`src/rtl/pwm_fade_pkg.sv`:
```
// pwm_fade_pkg: shared constants for the pwm_fade brightness-ramp sequencer.
//   - host register indices (decoded from addr[3:2])
//   - CTRL bit positions
//   - FSM state encoding (IDLE / RUN / WRITE)
//   - ramp direction encoding
//   - register reset values
package pwm_fade_pkg;

  // Host register map, indexed by addr[3:2]
  localparam logic [1:0] REG_CTRL   = 2'd0;
  localparam logic [1:0] REG_STEP   = 2'd1;
  localparam logic [1:0] REG_PERIOD = 2'd2;
  localparam logic [1:0] REG_MAX    = 2'd3;

  // CTRL bit positions
  localparam int CTRL_EN_BIT   = 0;
  localparam int CTRL_MODE_BIT = 1;

  // Sequencer states
  localparam logic [1:0] ST_IDLE  = 2'd0;  // no strobes issued
  localparam logic [1:0] ST_RUN   = 2'd1;  // prescaler counting
  localparam logic [1:0] ST_WRITE = 2'd2;  // strobe cycle

  // Ramp direction
  localparam logic DIR_UP   = 1'b0;
  localparam logic DIR_DOWN = 1'b1;

  // Register reset values; MAX resets to all ones of its width
  localparam logic [1:0]  CTRL_RST   = 2'b00;
  localparam int unsigned STEP_RST   = 32'd1;
  localparam int unsigned PERIOD_RST = 32'd0;

endpackage

```
`src/rtl/fade_tick.sv`:
```
// fade_tick: update-period prescaler for pwm_fade.
//   clk     in   system clock
//   resetn  in   asynchronous active-low reset
//   period  in   tick fires when the count reaches (or exceeds) this value
//   enable  in   counter runs while high, held at 0 while low
//   clear   in   synchronous clear of the count
//   tick    out  one-cycle pulse; spacing is period+1 cycles
module fade_tick
  import pwm_fade_pkg::*;
#(
  parameter int PRESCALE_W = 16
) (
  input  logic                  clk,
  input  logic                  resetn,
  input  logic [PRESCALE_W-1:0] period,
  input  logic                  enable,
  input  logic                  clear,
  output logic                  tick
);

  logic [PRESCALE_W-1:0] cnt_q;
  logic [PRESCALE_W-1:0] cnt_d;
  logic                  reached_s;

  // ">=" rather than "==" so a period lowered below the count fires at once
  // instead of wrapping the counter.
  assign reached_s = (cnt_q >= period);
  assign tick      = enable & ~clear & reached_s;

  // Next count: clear on request or when idle, restart after a tick
  always_comb begin
    cnt_d = cnt_q;
    if (clear || !enable) begin
      cnt_d = '0;
    end else if (reached_s) begin
      cnt_d = '0;
    end else begin
      cnt_d = cnt_q + PRESCALE_W'(1);
    end
  end

  // Count register
  always_ff @(posedge clk or negedge resetn) begin
    if (!resetn) begin
      cnt_q <= '0;
    end else begin
      cnt_q <= cnt_d;
    end
  end

endmodule

```
`src/rtl/pwm_fade.sv`:
```
// pwm_fade: programmable brightness-ramp sequencer feeding the PWM driver.
//   clk        in   system clock
//   resetn     in   asynchronous active-low reset
//   sel        in   host select
//   wstrb      in   host write strobe (write = sel & wstrb)
//   addr       in   host byte address, addr[3:2] decoded
//   wdata      in   host write data
//   rdata      out  combinational register readback on addr
//   pwm_sel    out  PWM driver select (one cycle per level update)
//   pwm_wstrb  out  PWM driver write strobe (same cycle as pwm_sel)
//   pwm_wdata  out  zero-extended duty level
module pwm_fade
  import pwm_fade_pkg::*;
#(
  parameter int WIDTH      = 12,
  parameter int PRESCALE_W = 16
) (
  input  logic        clk,
  input  logic        resetn,
  input  logic        sel,
  input  logic        wstrb,
  input  logic [3:0]  addr,
  input  logic [31:0] wdata,
  output logic [31:0] rdata,
  output logic        pwm_sel,
  output logic        pwm_wstrb,
  output logic [31:0] pwm_wdata
);

  // Register file
  logic [1:0]            ctrl_q,   ctrl_d;
  logic [WIDTH-1:0]      step_q,   step_d;
  logic [PRESCALE_W-1:0] period_q, period_d;
  logic [WIDTH-1:0]      max_q,    max_d;

  // Sequencer state
  logic [1:0]            state_q,  state_d;
  logic [WIDTH-1:0]      level_q,  level_d;
  logic                  dir_q,    dir_d;
  logic                  sel_q,    wstrb_q;
  logic                  strobe_d;
  logic [31:0]           pwm_wdata_q, pwm_wdata_d;

  logic                  host_wr_s;
  logic                  wr_ctrl_s;
  logic                  tick_s;
  logic                  run_en_s;
  logic [WIDTH:0]        sum_s;
  logic [WIDTH-1:0]      next_level_s;
  logic                  next_dir_s;
  logic                  unused_bits_s;

  assign host_wr_s = sel & wstrb;
  assign wr_ctrl_s = host_wr_s & (addr[3:2] == REG_CTRL);
  assign run_en_s  = (state_q != ST_IDLE);

  // Byte-lane bits and wide data bits that no register stores
  assign unused_bits_s = ^{addr[1:0], wdata};

  fade_tick #(
    .PRESCALE_W (PRESCALE_W)
  ) u_fade_tick (
    .clk    (clk),
    .resetn (resetn),
    .period (period_q),
    .enable (run_en_s),
    .clear  (wr_ctrl_s),
    .tick   (tick_s)
  );

  // Host register writes
  always_comb begin
    ctrl_d   = ctrl_q;
    step_d   = step_q;
    period_d = period_q;
    max_d    = max_q;
    if (host_wr_s) begin
      case (addr[3:2])
        REG_CTRL:   ctrl_d   = wdata[CTRL_MODE_BIT:CTRL_EN_BIT];
        REG_STEP:   step_d   = wdata[WIDTH-1:0];
        REG_PERIOD: period_d = wdata[PRESCALE_W-1:0];
        REG_MAX:    max_d    = wdata[WIDTH-1:0];
        default:    ctrl_d   = ctrl_q;
      endcase
    end else begin
      ctrl_d = ctrl_q;
    end
  end

  // Register readback, zero-extended
  always_comb begin
    rdata = 32'd0;
    case (addr[3:2])
      REG_CTRL:   rdata = 32'(ctrl_q);
      REG_STEP:   rdata = 32'(step_q);
      REG_PERIOD: rdata = 32'(period_q);
      REG_MAX:    rdata = 32'(max_q);
      default:    rdata = 32'd0;
    endcase
  end

  // Next level/direction. The sum is one bit wider so level+STEP never wraps.
  // Sawtooth reuses the down direction as "at the top": the step after
  // reaching MAX drops to 0, so MAX itself is always emitted once.
  always_comb begin
    sum_s        = {1'b0, level_q} + {1'b0, step_q};
    next_level_s = level_q;
    next_dir_s   = dir_q;
    if (dir_q == DIR_UP) begin
      if (sum_s >= {1'b0, max_q}) begin
        next_level_s = max_q;
        next_dir_s   = DIR_DOWN;
      end else begin
        next_level_s = sum_s[WIDTH-1:0];
        next_dir_s   = DIR_UP;
      end
    end else if (ctrl_q[CTRL_MODE_BIT]) begin
      next_level_s = '0;
      next_dir_s   = DIR_UP;
    end else if (level_q < step_q) begin
      next_level_s = '0;
      next_dir_s   = DIR_UP;
    end else begin
      next_level_s = level_q - step_q;
      next_dir_s   = DIR_DOWN;
    end
  end

  // Sequencer FSM. A CTRL write overrides any tick in the same cycle.
  always_comb begin
    state_d     = state_q;
    level_d     = level_q;
    dir_d       = dir_q;
    strobe_d    = 1'b0;
    pwm_wdata_d = pwm_wdata_q;
    if (wr_ctrl_s) begin
      if (wdata[CTRL_EN_BIT]) begin
        // (Re)start: emit level 0 immediately
        state_d     = ST_WRITE;
        level_d     = '0;
        dir_d       = DIR_UP;
        strobe_d    = 1'b1;
        pwm_wdata_d = 32'd0;
      end else begin
        state_d = ST_IDLE;
      end
    end else begin
      case (state_q)
        ST_IDLE: state_d = ST_IDLE;
        ST_RUN, ST_WRITE: begin
          // The strobe cycle also counts toward the period, which keeps
          // strobes PERIOD+1 apart (and back-to-back when PERIOD is 0).
          if (tick_s) begin
            state_d     = ST_WRITE;
            level_d     = next_level_s;
            dir_d       = next_dir_s;
            strobe_d    = 1'b1;
            pwm_wdata_d = 32'(next_level_s);
          end else begin
            state_d = ST_RUN;
          end
        end
        default: state_d = ST_IDLE;
      endcase
    end
  end

  // Host register file flops
  always_ff @(posedge clk or negedge resetn) begin
    if (!resetn) begin
      ctrl_q   <= CTRL_RST;
      step_q   <= WIDTH'(STEP_RST);
      period_q <= PRESCALE_W'(PERIOD_RST);
      max_q    <= '1;
    end else begin
      ctrl_q   <= ctrl_d;
      step_q   <= step_d;
      period_q <= period_d;
      max_q    <= max_d;
    end
  end

  // Sequencer state and registered driver outputs
  always_ff @(posedge clk or negedge resetn) begin
    if (!resetn) begin
      state_q     <= ST_IDLE;
      level_q     <= '0;
      dir_q       <= DIR_UP;
      sel_q       <= 1'b0;
      wstrb_q     <= 1'b0;
      pwm_wdata_q <= 32'd0;
    end else begin
      state_q     <= state_d;
      level_q     <= level_d;
      dir_q       <= dir_d;
      sel_q       <= strobe_d;
      wstrb_q     <= strobe_d;
      pwm_wdata_q <= pwm_wdata_d;
    end
  end

  assign pwm_sel   = sel_q;
  assign pwm_wstrb = wstrb_q;
  assign pwm_wdata = pwm_wdata_q;

endmodule

```
`config.mk`:
```
export PLATFORM = sky130hd
export DESIGN_NAME = pwm_fade
export DESIGN_NICKNAME = d
export VERILOG_FILES = /design/src/rtl/pwm_fade_pkg.sv /design/src/rtl/fade_tick.sv /design/src/rtl/pwm_fade.sv
export SDC_FILE = /design/constraint.sdc
export NUM_CORES = 1
export LEC_CHECK = 0
export CAP_MARGIN = 10
export CORE_ASPECT_RATIO = 0.9
export CORE_UTILIZATION = 38
export DETAILED_ROUTE_END_ITERATION = 16
export GPL_TIMING_DRIVEN = 0
export PLACE_DENSITY = 0.69
export SKIP_LAST_GASP = 1
export SLEW_MARGIN = 20
export SYNTH_ARGS = -nofsm -noshare
export SYNTH_HDL_FRONTEND = slang
export SYNTH_SLANG_ARGS = --single-unit
export TNS_END_PERCENT = 20
```
`constraint.sdc`:
```
create_clock -name clk -period 3.61 [get_ports clk]
set_clock_uncertainty 0.15 [all_clocks]
set_input_delay 0.722 -clock clk [delete_from_list [all_inputs] [get_ports clk]]
set_output_delay 0.722 -clock clk [all_outputs]
set_load 0.03 [all_outputs]
```
======== Word level (Yosys, flattened, before mapping) ========
Cells that the tools add are included.
storage, ports and cells
  register bits ........................... 106
  output and inout port bits .............. 66
  logic and storage cells ................. 70
operators by class
  $lt $le $gt $ge ......................... 3
  bitwise gates (word level) .............. 5
  $add $sub $neg .......................... 3
  reduce and logical (&&, ||, !) cells .... 12
  muxes and demuxes ....................... 31
  equality and inequality tests ........... 6
operator list
  operator               count
  $mux 32                4
  $pmux 32 s4            1
  $mux 12                8
  $mux 16                2
  $add 16x1->16 const B  1
  $ge 16x16->1           1
  $add 12x12->13         1
  $ge 13x12->1           1
  $lt 12x12->1           1
  $mux 1                 12
  $sub 12x12->12         1
  $mux 2                 4
  $reduce_and 2->1       4
  $eq 2x2->1 const B     3
  $reduce_bool 2->1      3
  $and 1x1->1            4
  $eq 2x1->1 const B     2
  $reduce_and 3->1       1
  $logic_not 2->1        1
  $ne 2x2->1 const B     1
  $reduce_or 2->1        1
  $logic_not 1->1        1
  $logic_or 1x1->1       1
  $not 1->1              1

======== Depth between registers and ports, before layout ========
  word-level depth ........................ 8
  gate-level depth with buffers ........... 17

======== Cells and area by module ========
A second synthesis with hierarchy kept.
second synthesis, totals
  cells, all modules ...................... 575
  area total of the unflattened synthesis .. 5,487.8 um^2
modules (own cells, without submodules)
  module     seq. area each (um^2)  cells an instance  area each (um^2)  times used
  pwm_fade   1,442.6                437                4,269.1           1
  fade_tick  400.4                  138                1,218.7           1

======== Worst setup path before layout ========
Ideal clock, no wire load.
  kind .................................... register to register
  start ................................... register pwm_wdata[0] (netlist name)
  end ..................................... register pwm_wdata_q[11], in the netlist pwm_wdata[11]
  library setup time ...................... 0.139 ns
  period minus slack after synthesis ...... 3.812 ns
  path slack .............................. -0.202 ns
  stages on the path, launching flop included .. 17
  arrival ................................. 3.523 ns
  required time ........................... 3.321 ns
  buffers on the path ..................... 1
  path through ............................ dfrtp_1 > ha_1 > fa_1 > nor2b_1 > o221ai_1 > a21boi_1 > a211o_1 > o311ai_1 > ha_1 > nand4_1 > nor2_1 > o21a_1 > a2111oi_2 > nand3_1 > buf_4 > mux2i_1 > o221ai_1
RTL lines
  what                  RTL line         source
  to (signal assigned)  pwm_fade.sv:198  pwm_wdata_q <= pwm_wdata_d;
  to (decl)             pwm_fade.sv:42   logic [31:0] pwm_wdata_q, pwm_wdata_d;

======== Final worst setup path ========
  start ................................... register step_q[8]
  end ..................................... register pwm_wdata_q[11], in the netlist pwm_wdata[11]
on the way
  word-level cells in the longest chain between the ends .. 7
  elaborated cells between the ends (all ways) .. 11
ends and longest elaborated chain
  what                                          RTL line                          source
  from (decl)                                   pwm_fade.sv:32                    logic [WIDTH-1:0] step_q, step_d;
  from (signal assigned)                        pwm_fade.sv:172                   step_q <= WIDTH'(STEP_RST);
  from (signal assigned)                        pwm_fade.sv:177                   step_q <= step_d;
  $add 12x12->13, or another cell as far along  pwm_fade.sv:106                   sum_s = {1'b0, level_q} + {1'b0, step_q};
  $ge 13x12->1 or $mux 12 (tied branches)       pwm_fade.sv:110, pwm_fade.sv:120
  $mux 12 (on tied branches)                    pwm_fade.sv:110, pwm_fade.sv:117
  $mux 12 *                                     pwm_fade.sv:109                   if (dir_q == DIR_UP) begin
  $mux 32 *                                     pwm_fade.sv:153                   if (tick_s) begin
  $mux 32 *                                     pwm_fade.sv:148                   case (state_q)
  $mux 32 *                                     pwm_fade.sv:136                   if (wr_ctrl_s) begin
Mark *: on every way between the ends. The rest lies on a longest branch, timed or not. The select of a mux whose other input is x is not followed.
A chain may end at the register's enable or synchronous reset.

==> impl_metrics.toml <==
[power_and_ir_drop]
p_per_area_nw_per_um2 = 477
p_int_mw = 2.23
switching_power_mw = 1.16
ir_drop_mv = 0.366
swShare = 0.342
power.leakage_nw = 3.30
power.share.clock = 0.286
pwr-share-seq = 0.318
p_comb_frac = 0.397

[outcome]
outcome = "finished with violations"
violations = "setup timing"

[setup_path]
crit_chain = "inv_1 > ha_1 > inv_2 > and3_1 > a2111oi_0 > o211ai_1 > ha_1 > nand4_1 > nor2_2 > o21a_1 > a2111oi_4 > nand3_4 > buf_12 > mux2i_1 > o221ai_1"
r2r_end = "pwm_wdata[11]"
reg2reg_slack_ns = -0.08
startpoint_type = "flop"
r2r_start = "step_q[8]"
path_max_fanout = 7
crit_family = "compound AO/OA/AOI/OAI gates"
r2r_cells = 15
crit_required_ns = 3.64
cpMostUsedCell = "ha_1"
worstSetupPathType = "flop to flop"
crit_path_end_kind = "flop"
worst_ep_arrival_time_ns = 3.72
max_stage_delay_ns = 0.42
critPathBufInv = 3
crit_slowest_cell = "a2111oi_0"

[hold_path]
holdCritPathClass = "input port to asynchronous set/reset pin"

[logic_synthesis]
ys_ff_latch = 73
synth.most_common_cell = "dfrtp_1"
synth_cell_types = 61
synth_fa_ha_area_frac = 0.130
async_reset_ff_frac = 1.00
synth_compound_area_frac = 0.133
synth.top_cell.area_share = 0.272
seq_area_frac_synth = 0.334
synthCells = 577
synthMuxAreaShare = 0.114
synth_top_flop_cell = "dfrtp_1"
synthXorXnorAreaFrac = 0.0476
syn_area_sq_um = 5520
yosys.area_share.simple = 0.133
synth_top_family_by_area = "simple AND/OR/NAND/NOR gates"
synth_edf_count = 0
yosysWarnings = 0
avgSynthCellArea_sq_um = 9.57
synth_area_leaders = "dfrtp_1, ha_1, mux2_2"
synth_commonest_cells = "dfrtp_1, inv_1, ha_1, mux2_2, buf_4"
yosys.area.top_type = "dfrtp_1"

[clock_network]
ctsHtreeMaxLevel = 3
numCtsBuffers = 9
clock-sinks = 73
clkLatencyLatePin_ns = 0.33
tritoncts = "yes"
cts.clk_slew.worst_paths_ns = 0.06
cts-root-buf = "clkbuf_16"
clock_path_buffers = 2

[timing]
slew_viol_final = 0
min_period_ns = 3.69
hold_viol = 0
min_period_over_period = 1.02
hold_slack_ns = 0.186
clock.fmax_mhz = 271
tightestPinTransition_ns = 0.694
setup_violations = 10
slew_headroom = 0.537
rsz0062_at_grt = "true"
final.setup.worst_slack_ns = -0.0779

[placed_design]
placed_area_sq_um = 6450
gp_congestion = 0.899
port_buffers = 49
place.detailed.hpwl_um = 10600

[die]
rows = 41
die_w_um = 129
ios = 106
coreArea_sq_um = 14100
die_h_um = 116
initial_core_util = 0.391
die_area_sq_um = 15000

[layout]
area_delta_synth_final_pct = 28.5
fin_area_sq_um = 7090
nets = 785
drive_above_1_share = 0.265
insertedDiodeCount = 0

[detailed_routing]
drc = 0
postRouteWirelength_um = 14000
viasPerCell = 5.06
drt_first_iter_violations = 282
num_vias = 4484
dr.pass1.iters = 4
routedWlPerCell_um = 15.8
antenna_left = 0

[global_route]
antenna_found_initial = 0
grt_pass1_vias = 4516
groute.usage.overall = 0.199
grt_overflow = 0
grt_pass1_wl_um = 22700
grt_max_degree = 45

[flow_run]
drv_cap = 0
[metrics by stage]
| stage | power (mW) | util | worst slack, ns | cells | setup TNS [ns] |
|---|---|---|---|---|---|
| 2_1_floorplan | 1.90 | - | 0.00909 | 612 | 0 |
| 3_5_place_dp | 2.22 | 0.457 | -0.614 | 855 | -7.02 |
| 4_1_cts | 3.36 | 0.496 | -0.127 | 881 | -1.08 |
| 6_report | 3.39 | 0.503 | -0.0779 | 887 | -0.334 |
| 5_1_grt | 3.59 | 0.503 | -0.239 | 887 | -2.84 |
| 3_3_place_gp | 2.18 | 0.455 | -1.13 | 854 | -59.59 |
[state kept, by name, summed over array words and instances, names as in the netlist]
register,count
pwm_wdata,12
step_q,12
u_fade_tick.cnt_q,16
state_q,2
period_q,16
max_q,12
ctrl_q,2
dir_q,1
[layout make-up]
class	count	area [sq um]
Multi-Input combinational cell	423	3400
Clock inverter	2	60.1
Clock buffer	14	264
Inverter	58	218
Fill cell	1276	7010
Buffer	58	402
Timing Repair Buffer	66	659
Tap cell	193	241
Sequential cell	73	1850
[power by group through the flow]
stage	clock (mW)	sequential (mW)	combinational [mW]
floorplan	0	1.05	0.856
global placement	0	1.08	1.10
detailed placement	0	1.09	1.13
CTS	0.992	1.07	1.29
global route	1.03	1.09	1.46
finish	0.967	1.08	1.34
[repair_timing]
action	in CTS	in global routing
endpoints found under the setup margin	22	23
pin swaps	15	7
resized for setup	24	14
hold buffers	0	0
setup buffers	9	6
cloned	1	0
hold endpoints to repair	0	0
[how the worst max path moves through the flow]
| stage | startpoint | endpoint | slack [ns] | depth (start not counted) |
|---|---|---|---|---|
| final | step_q[8] | pwm_wdata[11] | -0.08 | 15 |
| after CTS | step_q[0] | pwm_wdata[11] | -0.13 | 16 |
| after detailed placement | step_q[0] | pwm_wdata[11] | -0.61 | 16 |
| after global routing | pwm_wdata[0] | pwm_wdata[11] | -0.24 | 16 |
| after floorplan | pwm_wdata[9] | pwm_wdata[11] | 0.009 | 15 |
| after global placement | resetn | pwm_wdata[9] | -1.13 | 1 |
[cells in the final DEF, fill, tap and decap left out, types with 5 or more instances in the layout]
cell / netlist / final
inv_1: 57 / 55
buf_4: 39 / 54
dfrtp_1: 60 / 53
ha_1: 54 / 52
clkdlybuf4s50_1: 0 / 48
mux2_2: 42 / 42
conb_1: 1 / 36
nor2_1: 34 / 33
nand2_1: 29 / 29
o21ai_0: 29 / 27
xnor2_1: 20 / 19
a21oi_1: 19 / 17
nand3_1: 18 / 16
dfstp_2: 13 / 13
mux2i_1: 11 / 11
clkbuf_1: 8 / 10
a22o_1: 10 / 10
nor3_1: 10 / 10
xor2_1: 10 / 10
a22oi_1: 10 / 9
clkbuf_16: 0 / 9
nor2_4: 8 / 8
and3_1: 7 / 7
dfrtp_2: 0 / 7
nand2b_1: 6 / 6
o21a_1: 6 / 6
nor2b_1: 6 / 5
[logic make-up (layout without fill, tap and decap cells)]
family | Yosys count | count (layout)
and+or+nand+nor | 140 | 140
muxes | 55 | 55
xor gates and xnor gates | 30 | 30
AOI/OAI and AO/OA | 106 | 106
buffers and inverters | 116 | 198
adders and majority gates | 56 | 56
DFF | 73 | 73
other | 1 | 36
[layer usage]
metal,global-route usage,vias to the layer above,share of wire
met2,0.321,121,0.46
met3,0.0412,10,0.054
met4,0.0494,0,0.0074
met1,0.273,2196,0.47
li1,-,2157,-
met5,0,-,0
[worst register-to-register path, stage by stage, from the launching register on]
cell and delay, ns:
dfrtp_1 0.38, inv_1 0.10, ha_1 0.40, inv_2 0.12
and3_1 0.16, a2111oi_0 0.42, o211ai_1 0.21, ha_1 0.34
nand4_1 0.15, nor2_2 0.06, o21a_1 0.14, a2111oi_4 0.25
nand3_4 0.19, buf_12 0.20, mux2i_1 0.16, o221ai_1 0.12
(Power assumes the default switching activity.)
